[config.mk]
export PLATFORM = sky130hd
export DESIGN_NAME = rst_ctrl
export DESIGN_NICKNAME = d
export VERILOG_FILES = /design/src/rtl/rst_ctrl_pkg.sv /design/src/rtl/rst_sync.sv /design/src/rtl/rst_ctrl.sv
export SDC_FILE = /design/constraint.sdc
export NUM_CORES = 1
export LEC_CHECK = 0
export ABC_AREA = 1
export CAP_MARGIN = 20
export CORE_UTILIZATION = 53
export CTS_BUF_LIST = sky130_fd_sc_hd__clkbuf_4 sky130_fd_sc_hd__clkbuf_8 sky130_fd_sc_hd__clkbuf_16
export CTS_CLUSTER_DIAMETER = 150
export DETAILED_ROUTE_END_ITERATION = 8
export PLACE_DENSITY_LB_ADDON = 0.05
export SYNTH_ARGS = -nofsm -noshare
export SYNTH_HDL_FRONTEND = slang
export SYNTH_SLANG_ARGS = --single-unit
[constraint.sdc]
create_clock -name clk -period 1.65 [get_ports clk]
set_input_delay 0.33 -clock clk [delete_from_list [all_inputs] [get_ports clk]]
set_output_delay 0.33 -clock clk [all_outputs]
set_load 0.1 [all_outputs]
[src/rtl/rst_ctrl_pkg.sv]
// Shared types for the reset controller: FSM state encoding
// and the helper that locates the clock-loss cause bit.
package rst_ctrl_pkg;

  typedef enum logic [1:0] {
    ST_HOLD = 2'd0,
    ST_SEQ  = 2'd1,
    ST_RUN  = 2'd2
  } state_t;

  // Clock-loss cause bit sits just above the request bits.
  function automatic int cause_clk_idx(input int num_src);
    return num_src;
  endfunction

endpackage

[src/rtl/rst_sync.sv]
// 1-bit synchroniser, STAGES flops deep, async reset to 0.
// Ports: clk, rst_n, d (async in), q (synchronised out).
module rst_sync #(
  parameter int STAGES = 2
) (
  input  logic clk,
  input  logic rst_n,
  input  logic d,
  output logic q
);

  logic [STAGES-1:0] ff;

  always_ff @(posedge clk or negedge rst_n) begin
    if (!rst_n) ff <= '0;
    else        ff <= {ff[STAGES-2:0], d};
  end

  assign q = ff[STAGES-1];

endmodule

[src/rtl/rst_ctrl.sv]
// Multi-source reset controller: merges requests and clock-OK,
// holds reset HOLD_CYC quiet cycles, then releases rst_out[0..]
// STAGE_CYC apart. Ports: clk, rst_n, clk_ok, rst_req, cause_clr,
// rst_out, busy, rst_cause. Cause logic under RST_CTRL_CAUSE_EN.
module rst_ctrl
  import rst_ctrl_pkg::*;
#(
  parameter int NUM_SRC     = 4,
  parameter int NUM_OUT     = 2,
  parameter int HOLD_CYC    = 24'hFFFFFF,
  parameter int STAGE_CYC   = 16,
  parameter int SYNC_STAGES = 2
) (
  input  logic               clk,
  input  logic               rst_n,
  input  logic               clk_ok,
  input  logic [NUM_SRC-1:0] rst_req,
  input  logic               cause_clr,
  output logic [NUM_OUT-1:0] rst_out,
  output logic               busy,
  output logic [NUM_SRC:0]   rst_cause
);

  localparam int HOLD_W = $clog2(HOLD_CYC + 1);
  localparam int STG_W  = $clog2(STAGE_CYC + 1);

  localparam logic [HOLD_W-1:0] HOLD_LAST = HOLD_W'(HOLD_CYC - 1);
  localparam logic [HOLD_W-1:0] HOLD_MAX  = HOLD_W'(HOLD_CYC);
  localparam logic [STG_W-1:0]  STG_LAST  = STG_W'(STAGE_CYC - 1);

  if (HOLD_CYC == 0) begin : g_bad_hold
    $error("rst_ctrl: HOLD_CYC must be nonzero");
  end
  if (STAGE_CYC < 1) begin : g_bad_stage
    $error("rst_ctrl: STAGE_CYC must be >= 1");
  end
  if (SYNC_STAGES < 2) begin : g_bad_sync
    $error("rst_ctrl: SYNC_STAGES must be >= 2");
  end

  logic [NUM_SRC-1:0] req_s;
  logic               ok_s;
  logic               loss;
  logic               trig;

  for (genvar i = 0; i < NUM_SRC; i++) begin : g_req_sync
    rst_sync #(.STAGES(SYNC_STAGES)) u_sync (
      .clk   (clk),
      .rst_n (rst_n),
      .d     (rst_req[i]),
      .q     (req_s[i])
    );
  end

  rst_sync #(.STAGES(SYNC_STAGES)) u_ok_sync (
    .clk   (clk),
    .rst_n (rst_n),
    .d     (clk_ok),
    .q     (ok_s)
  );

  // Sync flops reset to 0, so clk_ok reads as lost until it
  // has propagated through the chain.
  assign loss = ~ok_s;
  assign trig = (|req_s) | loss;

  state_t             state;
  logic [HOLD_W-1:0]  hold_cnt;
  logic [STG_W-1:0]   stg_cnt;
  logic [NUM_OUT-1:0] out_nxt;

  // Releases walk a zero up from bit 0, keeping order monotonic.
  assign out_nxt = rst_out << 1;

  always_ff @(posedge clk or negedge rst_n) begin
    if (!rst_n) begin
      state    <= ST_HOLD;
      hold_cnt <= '0;
      stg_cnt  <= '0;
      rst_out  <= '1;
      busy     <= 1'b1;
    end else if (trig) begin
      state    <= ST_HOLD;
      hold_cnt <= '0;
      stg_cnt  <= '0;
      rst_out  <= '1;
      busy     <= 1'b1;
    end else begin
      unique case (state)
        ST_HOLD: begin
          if (hold_cnt != HOLD_MAX)
            hold_cnt <= hold_cnt + HOLD_W'(1);
          if (hold_cnt == HOLD_LAST) begin
            rst_out <= out_nxt;
            stg_cnt <= '0;
            if (out_nxt == '0) begin
              state <= ST_RUN;
              busy  <= 1'b0;
            end else begin
              state <= ST_SEQ;
            end
          end
        end
        ST_SEQ: begin
          if (stg_cnt == STG_LAST) begin
            stg_cnt <= '0;
            rst_out <= out_nxt;
            if (out_nxt == '0) begin
              state <= ST_RUN;
              busy  <= 1'b0;
            end
          end else begin
            stg_cnt <= stg_cnt + STG_W'(1);
          end
        end
        ST_RUN: begin
          busy <= 1'b0;
        end
        default: begin
          state   <= ST_HOLD;
          rst_out <= '1;
          busy    <= 1'b1;
        end
      endcase
    end
  end

`ifdef RST_CTRL_CAUSE_EN
  localparam int CAUSE_CLK = cause_clk_idx(NUM_SRC);

  logic [NUM_SRC:0] cause_q;
  logic [NUM_SRC:0] cause_set;

  assign cause_set[NUM_SRC-1:0] = req_s;
  assign cause_set[CAUSE_CLK]   = loss;

  // Clear only in RUN; bits being set this cycle survive it.
  always_ff @(posedge clk or negedge rst_n) begin
    if (!rst_n)
      cause_q <= '0;
    else if (cause_clr && (state == ST_RUN))
      cause_q <= cause_set;
    else
      cause_q <= cause_q | cause_set;
  end

  assign rst_cause = cause_q;
`else
  logic unused_cause_clr;
  assign unused_cause_clr = cause_clr;
  assign rst_cause = '0;
`endif

endmodule

==> impl_metrics.xml, run 1 <==
<?xml version="1.0" encoding="UTF-8"?>
<metrics>
  <group name="finish">
    <metric name="drive_gt1_frac" unit="">0.219</metric>
    <metric name="area_growth_syn_to_layout" unit="%">28.4</metric>
    <metric name="final_net_count" unit="">407</metric>
    <metric name="antenna_cells_inserted" unit="">0</metric>
    <metric name="fin_util" unit="">0.719</metric>
    <metric name="final.fill_count" unit="">348</metric>
    <metric name="finalNonFillerCells" unit="">449</metric>
  </group>
  <group name="synth">
    <metric name="post_synth_mux_area_share" unit="">0</metric>
    <metric name="area_fraction_in_compound_gates_after_synthesis" unit="">0.0422</metric>
    <metric name="post_synth_inst_count" unit="">338</metric>
    <metric name="post_synthesis_register_bit_count" unit="">44</metric>
    <metric name="post_synth_and_or_nand_nor_area_fraction" unit="">0.389</metric>
    <metric name="ys_types" unit="">29</metric>
    <metric name="synth_fa_ha_area_frac" unit="">0.0151</metric>
    <metric name="synthesis.yosys.warnings" unit="">0</metric>
    <metric name="syn_area_per_cell" unit="sq um">7.37</metric>
    <metric name="main_combinational_cell_family_by_area_after_synthesis" unit="">simple AND/OR/NAND/NOR gates</metric>
    <metric name="synth.cell_area" unit="sq um">2490</metric>
    <metric name="part_of_the_yosys_area_used_for_sequential_elements" unit="">0.444</metric>
    <metric name="synth-xor-area-share" unit="">0.0422</metric>
  </group>
  <group name="cts">
    <metric name="path_clk_slew" unit="ns">0.09</metric>
    <metric name="largest_buffer_count_on_any_clock_path" unit="">2</metric>
    <metric name="clk_root_buffer_cell" unit="">sky130_fd_sc_hd__clkbuf_8</metric>
    <metric name="cts.sinks" unit="">44</metric>
    <metric name="tritoncts.num_buffers" unit="">5</metric>
    <metric name="clk_latency" unit="ns">0.31</metric>
    <metric name="h_tree_lvl_count" unit="">2</metric>
    <metric name="cts_tree" unit="">done</metric>
  </group>
  <group name="timing">
    <metric name="grt_setup_unrepaired" unit="">true</metric>
    <metric name="period_minus_slack" unit="ns">1.59</metric>
    <metric name="setup_viol" unit="">0</metric>
    <metric name="min_period_over_period" unit="">0.964</metric>
    <metric name="fmax" unit="GHz">0.629</metric>
    <metric name="hold_violations" unit="">0</metric>
    <metric name="final_max_slew_viol_count" unit="">0</metric>
    <metric name="worst_clock_skew" unit="ns">0.00629</metric>
  </group>
  <group name="route">
    <metric name="first_pass_iters" unit="">7</metric>
    <metric name="ant_nets" unit="">0</metric>
    <metric name="vias" unit="">2344</metric>
    <metric name="drt_iter0_drc" unit="">141</metric>
    <metric name="avgViaCountPerCell" unit="">5.22</metric>
    <metric name="drcViolationCount" unit="">3</metric>
    <metric name="detail_route.wl_per_cell" unit="microns">12.9</metric>
    <metric name="wirelength" unit="microns">5780</metric>
  </group>
  <group name="worst_setup_path">
    <metric name="worstSetupStartpointType" unit="">flip-flop</metric>
    <metric name="r2r_slack" unit="ns">0.06</metric>
    <metric name="critical_path.reg2reg.endpoint" unit="">hold_cnt[13]</metric>
    <metric name="crit_fanout" unit="">6</metric>
    <metric name="crit_type" unit="">flip-flop to flip-flop</metric>
    <metric name="critPathArrivalTime" unit="ns">1.83</metric>
    <metric name="regToRegStartpoint" unit="">hold_cnt[12]</metric>
    <metric name="critPathRequiredTime" unit="ns">1.89</metric>
    <metric name="crit_path_end_kind" unit="">flip-flop</metric>
    <metric name="r2r.worst_path.cells" unit="">9</metric>
  </group>
  <group name="placed_design">
    <metric name="post-place-cells" unit="">434</metric>
    <metric name="hpwlAfterDp" unit="microns">4210</metric>
    <metric name="io_buffers" unit="">9</metric>
    <metric name="gpl.final_weighted_congestion" unit="">0.900</metric>
  </group>
  <group name="grt">
    <metric name="met3_usage" unit="">0.0427</metric>
    <metric name="first_global_vias" unit="">2198</metric>
    <metric name="grt_start_max_net_pins" unit="">22</metric>
    <metric name="grt_remaining_overflow" unit="">0</metric>
    <metric name="top_usage_layer" unit="">met2</metric>
    <metric name="initial_antenna_violation_count" unit="">0</metric>
    <metric name="grtUsageMet2" unit="">0.424</metric>
    <metric name="groute.layer.met1.usage" unit="">0.329</metric>
    <metric name="grt_util_all_layers" unit="">0.250</metric>
    <metric name="wire_length_of_the_first_global_routing_pass" unit="microns">9650</metric>
  </group>
  <group name="run_status">
    <metric name="failed_checks" unit="">DRC</metric>
    <metric name="status" unit="">complete, but fails checks</metric>
  </group>
  <group name="power_and_ir_drop">
    <metric name="power_density" unit="nW/um^2">611</metric>
    <metric name="ir_drop" unit="mV">0.611</metric>
    <metric name="total_leakage_power" unit="nW">1.50</metric>
  </group>
  <group name="min_path">
    <metric name="hold-path-endpoint" unit="">g_req_sync[2].u_sync.ff[1]</metric>
    <metric name="hold_path.startpoint" unit="">g_req_sync[2].u_sync.ff[0]</metric>
    <metric name="worstHoldPathCells" unit="">0</metric>
    <metric name="timing.hold.worst.class" unit="">flip-flop to flip-flop</metric>
  </group>
  <group name="floorplan">
    <metric name="num_rows" unit="">24</metric>
    <metric name="fp.dieW" unit="microns">70.5</metric>
    <metric name="die_area" unit="sq um">4980</metric>
    <metric name="fp.coreArea" unit="sq um">4440</metric>
    <metric name="floorplan.initialDensity" unit="">0.560</metric>
    <metric name="io_pins" unit="">16</metric>
    <metric name="floorplan.die.height" unit="microns">70.5</metric>
  </group>
  <group name="flow_run">
    <metric name="max_cap_violations" unit="">0</metric>
  </group>
</metrics>
==> state kept, by name, summed over array words and instances (netlist names) <==
signal,count
hold_cnt,24
g_req_sync.u_sync.ff,8
stg_cnt,5
rst_out,2
state,2
u_ok_sync.ff,2
busy,1
==> placed cells by master, fill, tap and decap left out, types with 6 or more instances in the layout <==
| master | instances |
|---|---|
| sky130_fd_sc_hd__nand2_1 | 127 |
| sky130_fd_sc_hd__nor2_1 | 43 |
| sky130_fd_sc_hd__dfrtp_1 | 40 |
| sky130_fd_sc_hd__buf_12 | 6 |
| sky130_fd_sc_hd__nand3_1 | 24 |
| sky130_fd_sc_hd__buf_4 | 37 |
| sky130_fd_sc_hd__nand4_1 | 14 |
| sky130_fd_sc_hd__xor2_1 | 10 |
| sky130_fd_sc_hd__inv_1 | 22 |
==> Yosys cell counts <==
cell                        number  area, sq um
sky130_fd_sc_hd__nand2_1       130          488
sky130_fd_sc_hd__nor2_1         46          173
sky130_fd_sc_hd__dfrtp_1        41         1030
sky130_fd_sc_hd__nand3_1        24          120
sky130_fd_sc_hd__inv_1          23         86.3
sky130_fd_sc_hd__nand4_1        14         87.6
sky130_fd_sc_hd__xor2_1         10         87.6
sky130_fd_sc_hd__o21ai_0         8         40.0
sky130_fd_sc_hd__buf_4           5         37.5
sky130_fd_sc_hd__o21bai_1        4         30.0
sky130_fd_sc_hd__dfstp_2         3         78.8
sky130_fd_sc_hd__ha_1            3         37.5
sky130_fd_sc_hd__buf_6           2         22.5
sky130_fd_sc_hd__clkbuf_1        2         7.51
sky130_fd_sc_hd__inv_2           2         7.51
sky130_fd_sc_hd__nand2_2         2         12.5
sky130_fd_sc_hd__nand3_2         2         20.0
sky130_fd_sc_hd__nand3b_1        2         15.0
sky130_fd_sc_hd__nor2_2          2         12.5
sky130_fd_sc_hd__nor2_4          2         22.5
sky130_fd_sc_hd__or2_2           2         12.5
sky130_fd_sc_hd__xnor2_1         2         17.5
sky130_fd_sc_hd__a21oi_1         1         5.00
sky130_fd_sc_hd__clkinv_1        1         3.75
sky130_fd_sc_hd__conb_1          1         3.75
sky130_fd_sc_hd__nor3_1          1         5.00
sky130_fd_sc_hd__o2111ai_1       1         8.76
sky130_fd_sc_hd__o21ai_1         1         5.00
sky130_fd_sc_hd__o21ai_4         1         16.3
==> what timing repair did <==
item | CTS | global route
pin swaps | 0 | 10
resized for setup | 2 | 22
setup buffers | 0 | 4
endpoints found under the hold margin | 9 | 0
gates cloned | 0 | 2
hold buffers | 1 | 0
endpoints found under the setup margin | 10 | 32
==> cell families (layout without fill, tap and decap cells) <==
group           count (synthesis)  in the layout
simple gates                  227            227
flops                          44             44
buf+inv                        35             89
compound gates                 16             17
xor+xnor                       12             12
fa+ha+maj                       3              3
other cells                     1              5
==> final cells by class <==
type / instances / area [sq um] / area share
repair buffers: 55 / 533 / 0.167
multi-input cells: 264 / 1290 / 0.405
flip-flops and latches: 44 / 1110 / 0.346
well taps: 52 / 65.1 / 0.0204
clock buffers: 5 / 68.8 / 0.0215
clock inverters: 3 / 25.0 / 0.00783
inverters: 26 / 104 / 0.0325
==> per-stage QoR <==
stage	power [mW]	hold slack (ns)	worst slack (ns)	setup TNS [ns]	instance area, sq um
floorplan	1.21	0.0344	0.0151	0	2510
global placement	1.26	0.239	-0.0976	-0.769	2950
detailed placement	1.26	0.233	-0.183	-1.34	2950
CTS	1.97	0.356	0.0207	0	3060
global route	2.03	0.369	-0.0203	-0.147	3200
finish	1.95	0.353	0.0593	0	3200
==> power by group <==
part | total [mW] | internal [mW] | switching [mW]
clock | 0.710 | 0.308 | 0.402
sequential | 1.10 | 1.09 | 0.00750
combinational | 0.142 | 0.0369 | 0.105
total | 1.95 | 1.44 | 0.514
==> worst max path at each step <==
stage	start	to	slack (ns)	depth (start not counted)
after floorplan	hold_cnt[0]	hold_cnt[13]	0.02	9
after CTS	hold_cnt[0]	hold_cnt[15]	0.02	10
after global placement	hold_cnt[0]	hold_cnt[19]	-0.1	8
final	hold_cnt[12]	hold_cnt[13]	0.06	9
after global routing	hold_cnt[0]	stg_cnt[2]	-0.02	12
after detailed placement	hold_cnt[0]	hold_cnt[19]	-0.18	8
==> critical path, cell delays in order, from the launching register on <==
cell                        delay (ns)
sky130_fd_sc_hd__dfrtp_1          0.38
sky130_fd_sc_hd__nand2_1          0.10
sky130_fd_sc_hd__nor2_2           0.14
sky130_fd_sc_hd__nand2_1          0.13
sky130_fd_sc_hd__nor2_4           0.18
sky130_fd_sc_hd__nand3_4          0.10
sky130_fd_sc_hd__o21ai_4          0.18
sky130_fd_sc_hd__clkbuf_16        0.22
sky130_fd_sc_hd__nand2_2          0.04
sky130_fd_sc_hd__o21ai_1          0.06
==> per-layer routing <==
| layer | up-vias | wire [microns] |
|---|---|---|
| met5 | - | 0 |
| met4 | 0 | 93 |
| met3 | 10 | 194 |
| met2 | 56 | 2840 |
| met1 | 1095 | 2650 |
| li1 | 1183 | - |
No activity file was read; power rests on OpenSTA's default activity.
==> run 2, diff against run 1 <==
CTS_CLUSTER_DIAMETER = unset   (was 150)
==> results of run 2 <==
The final DEF is identical to that of run 1; final timing and power are the same.
==> edit 1 (flow settings as in run 1) <==
Put one more register stage on the output `busy`. The value now appears one clock later. The other outputs are not delayed to match.
--- a/src/rtl/rst_ctrl.sv
+++ b/src/rtl/rst_ctrl.sv
@@ -29,2 +29,4 @@
   localparam logic [STG_W-1:0]  STG_LAST  = STG_W'(STAGE_CYC - 1);
+
+  logic busy_s0;
 
@@ -80,3 +82,3 @@
       rst_out  <= '1;
-      busy     <= 1'b1;
+      busy_s0  <= 1'b1;
     end else if (trig) begin
@@ -86,3 +88,3 @@
       rst_out  <= '1;
-      busy     <= 1'b1;
+      busy_s0  <= 1'b1;
     end else begin
@@ -97,3 +99,3 @@
               state <= ST_RUN;
-              busy  <= 1'b0;
+              busy_s0 <= 1'b0;
             end else begin
@@ -109,3 +111,3 @@
               state <= ST_RUN;
-              busy  <= 1'b0;
+              busy_s0 <= 1'b0;
             end
@@ -116,3 +118,3 @@
         ST_RUN: begin
-          busy <= 1'b0;
+          busy_s0 <= 1'b0;
         end
@@ -121,3 +123,3 @@
           rst_out <= '1;
-          busy    <= 1'b1;
+          busy_s0 <= 1'b1;
         end
@@ -153,2 +155,6 @@
 
+  always_ff @(posedge clk) begin
+    busy <= busy_s0;
+  end
+
 endmodule
Function: no difference found for any inputs over 10 cycles, from zero or initial values and one cycle with rst_n low; that may be too few to reach the edited logic, so the function may still have changed.
==> edit 1 against run 1 <==
- worst setup slack worse by 0.035 ns
- total power up 2.2%
- final cell count unchanged
- sequential cell count grew 1
- clock power grew 3.2%
- critical path depth did not move
- wire length rose by 4.1%
- cell area barely moved
- area after synthesis is 0.80% higher
- synthesized cell count up 0.30%
- sequential share of layout area grew 0.61 points
- critical endpoint is now hold_cnt[14]
- largest power group unchanged
==> edit 1: results (changes against run 1) <==
crit end category flop; number of synthesis warnings 0 (unchanged); vias in the first global route 2,193 (-0.23%); # DRC 0 (-3); Worst VDD drop 0.694 mV (+13%); outcome finished, final reports clean; number of setup buffers added after CTS 0 (unchanged); top layer in use met4; post-cts hold buffer count 1 (unchanged); initial core utilization 56.5% (+0.45 points); # fillers 352 (+1.1%); WL met1 2610 um (-1.7%); PostCTS Resize Cnt 1 (-1); htree depth 2 (unchanged); register area 1120 um^2 (+1.7%); synth top area cells dfrtp_1, nand2_1, nor2_1; Top Registers hold_cnt: 24 flops, g_req_sync.u_sync.ff: 8 flops, stg_cnt: 5 flops; clock latency on the worst-skew pair 0.31 ns (about the same); metal2 WL 3040 um (+6.9%); initial antenna violation count 0 (unchanged); initial DRC count 113 (-20%); worst hold path type flop to flop; buffers added on ports 9 (unchanged); Finished Layout Cells 449 (unchanged); drt wl/cell 13.4 um (+4.1%); met1 usage 31.1% (-1.8 points); Syn Area/Cell 7.40 um^2 (+0.51%); worst slack at placement -0.121 ns (+0.0625 ns); worst-path fanout max 6 (unchanged); post-DP HPWL 4230 um (+0.58%); Clock Skews 0.00647 ns (+0.000182 ns); Reg clk slew, reported paths 0.09 ns (about the same); first-pass detailed-route iteration total 6 (-1); Post-synth top cells nand2_1, nor2_1, dfrtp_1; global-route met3 utilization 4.42% (+0.14 points); global-route wire length before repair 9600 um (-0.51%); leakage 0.00149 uW (-0.49%); placed inst area 2940 um^2 (-0.34%); Via Count 2,329 (-0.64%); grt met2 use 42.6% (+0.23 points); post-synthesis sequential area ratio 44.8% (+0.44 points); Diodes inserted 0 (unchanged); FFs w/ async S/R, synth 97.8% (-2.2 points); Synth cell types 30 (+3.4%); Routability Congestion 0.937 (+4.1%); cts bufs inserted 5 (unchanged); DR WL met3 217 um (+12%); Total Routing Usage GR 25.0% (+0.054 points); layout cell share with drive strength beyond 1 21.9% (unchanged); largest net degree at the start of global routing 28 (+27%); Arr. time, crit path 1.83 ns (about the same); CTS root buf clkbuf_8; placed insts 431 (-0.69%); maximum root-to-sink buffer count 2 (unchanged); nets 407 (unchanged)
edit 1: cell count changes after synthesis:
| cell | run 1 | this run |
|---|---|---|
| dfxtp_1 | 0 | 1 |
edit 1: path summary, 6_finish.rpt:
check	from	end	slack, ns	cells past startpoint
max in group asynchronous	rst_n	rst_out[1]	0.60	3
hold reg to reg	g_req_sync[0].u_sync.ff[0]	g_req_sync[0].u_sync.ff[1]	0.35	0
hold / removal	g_req_sync[0].u_sync.ff[0]	g_req_sync[0].u_sync.ff[1]	0.35	0
setup reg to reg	hold_cnt[0]	hold_cnt[14]	0.02	9
setup / recovery	hold_cnt[0]	hold_cnt[14]	0.02	9
min in group asynchronous	rst_n	hold_cnt[3]	0.48	2
edit 1: critical path, stage by stage, from the launching register on:
cell       delay, ns
dfrtp_1         0.39
ha_2            0.21
inv_2           0.04
nor2_4          0.08
nand2_2         0.09
nor2_4          0.14
nand3_4         0.10
o21ai_4         0.17
clkbuf_16       0.23
o21ai_1         0.05
edit 1: layout make-up:
| class | instances | area share [%] |
|---|---|---|
| multi-input cells | 264 | 40.7 |
| flip-flops and latches | 45 | 35.2 |
| repair buffers | 54 | 15.8 |
| inverters | 26 | 3.25 |
| clock buffers | 5 | 2.15 |
| well taps | 52 | 2.04 |
| clock inverters | 3 | 0.783 |
edit 1: kinds of logic (layout without fill, tap and decap cells):
kind of cell	after synthesis	in the layout	share of synthesized area [%]
AOI/OAI and AO/OA	16	17	4.19
DFF	45	45	44.8
and+or+nand+nor	227	227	38.6
other	1	5	0.149
xor gates and xnor gates	12	12	4.19
buffers and inverters	35	88	6.58
adders and majority gates	3	3	1.50
edit 1: power by group:
part,switching (uW),total [uW],internal [uW]
clock network,424,733,309
registers,7.93,1130,1120
logic,103,137,33.7
==> edit 2 (settings of run 1) <==
Made on the original files. Set the parameter `STAGE_CYC` to 32 (it was 16).
--- a/src/rtl/rst_ctrl.sv
+++ b/src/rtl/rst_ctrl.sv
@@ -10,3 +10,3 @@
   parameter int HOLD_CYC    = 24'hFFFFFF,
-  parameter int STAGE_CYC   = 16,
+  parameter int STAGE_CYC   = 32,
   parameter int SYNC_STAGES = 2
Formal check against the unedited RTL: no difference found for any inputs over 10 cycles, from zero or initial values and one cycle with rst_n low; that may be too few to reach the edited logic, so the function may still have changed.
==> edit 2 against run 1 <==
- area after synthesis increased by 3.7%
- total power increased by 2.9%
- final cell count increased by 1.1%
- clock power increased by 5.4%
- non-clock buffer count decreased by 11
- cell area decreased by 1.3%
- first-iteration DRC count decreased by 24%
- wire length decreased by 1.2%
- highest routed layer unchanged
- utilization decreased by 4.7 points
- sequential share of layout area increased by 1.2 points
- worst setup slack improved by 0.010 ns
- largest cell class unchanged
- sequential cell count increased by 1
- critical path depth increased by 1
==> edit 2: results (changes against run 1) <==
post-DP HPWL 4260 um (+1.3%); number of synthesis warnings 0 (unchanged); Reg2Reg Setup Slack a little under 0.07 ns; layout cell share with drive strength beyond 1 18.0% (-3.9 points); Routability Congestion 0.881 (-2.1%); CP peak stage delay 0.41 ns (+0.03 ns); cts bufs inserted 5 (unchanged); global-route wire length before repair 9890 um (+2.5%); vias in the first global route 2,267 (+3.1%); synth top area cells dfrtp_1, nand2_1, nor2_1; CTS root buf clkbuf_8; global-route met3 utilization 4.78% (+0.51 points); outcome finished, final reports clean; post-synthesis sequential area ratio 43.8% (-0.60 points); first-pass detailed-route iteration total 4 (-3); FF-to-FF path depth 10 (+1); Post-synth top cells nand2_1, nor2_1, dfrtp_1; Synth cell types 30 (+3.4%); clock latency on the worst-skew pair 0.30 ns; Worst Setup EP hold_cnt[15]; final wirelength 5710 um (-1.2%); met1 usage 30.0% (-2.9 points); # fillers 416 (+20%); hold_sp u_ok_sync.ff[0]; crit-path leading delay family simple AND/OR/NAND/NOR gates; leakage 0.00151 uW (+0.95%); Arr. time, crit path 1.81 ns (-0.02 ns); worst-path fanout max 15 (+9); WL met1 2430 um (-8.5%); Clock Skews 0.00784 ns (+0.00155 ns); grt met2 use 44.9% (+2.5 points); htree depth 2 (unchanged); Worst Hold End u_ok_sync.ff[1]; Hold Path Depth 0 (unchanged); crit path kind flop to flop; Diodes inserted 0 (unchanged); nets 410 (+0.74%); worst hold path type flop to flop; buffers added on ports 9 (unchanged); Critical Path Slowest Stage Cell dfrtp_1; Top Registers hold_cnt: 24 flops, g_req_sync.u_sync.ff: 8 flops, stg_cnt: 6 flops; initial DRC count 107 (-24%); Worst VDD drop 0.597 mV (-2.3%); FF-to-FF Start hold_cnt[0]; maximum root-to-sink buffer count 2 (unchanged); metal2 WL 3010 um (+5.8%); vias per cell 5.21 (-0.13%); largest net degree at the start of global routing 46 (+110%); DR WL met3 194 um (unchanged); Total Routing Usage GR 24.9% (-0.12 points); placed inst area 2990 um^2 (+1.4%)
==> edit 2: cell count changes after synthesis, moves of 2 or more <==
cell / change
nor3_1: +2
nand2_1: +12
o21ai_0: -2
xor2_1: +2
==> edit 2: metrics by stage <==
stage	util [%]	std cells	setup slack [ns]	hold WS [ns]
floorplan	-	359	0.0111	0.0344
global placement	63.7	444	-0.0643	0.329
detailed placement	63.7	444	-0.112	0.327
CTS	66.1	453	0.0206	0.358
global route	67.3	454	-0.0500	0.367
finish	67.3	454	0.0693	0.356
==> edit 2: layout make-up <==
cell class | count | area, um^2 | share of cell area (%)
sequential | 45 | 1130 | 35.8
clock buffer | 5 | 68.8 | 2.18
multi-input combinational | 279 | 1360 | 42.9
timing repair buffer | 44 | 417 | 13.2
inverter | 24 | 90.1 | 2.85
clock inverter | 3 | 28.8 | 0.912
tap | 54 | 67.6 | 2.14
==> edit 2: report_power, final <==
| part | switching (uW) | total (uW) | internal, uW | leakage [uW] |
|---|---|---|---|---|
| Sequential | 6.76 | 1130 | 1120 | 0.000595 |
| Clock | 428 | 748 | 320 | 0.0000511 |
| Combinational | 104 | 136 | 32.5 | 0.000869 |
| Total | 539 | 2010 | 1470 | 0.00151 |
==> edit 2: repair_timing <==
action / CTS / global route
endpoints found under the setup margin: 15 / 35
gates cloned: 0 / 0
hold buffers: 1 / 0
buffers inserted: 0 / 1
gates resized for setup: 3 / 16
hold endpoints to repair: 36 / 0
pin swaps: 0 / 3
==> edit 2: logic make-up after synthesis <==
kind of cell	share of synthesized area [%]
buf+inv	6.45
compound gates	4.02
flops	43.8
fa+ha+maj	1.45
xor+xnor	4.41
other cells	0.145
simple gates	39.7
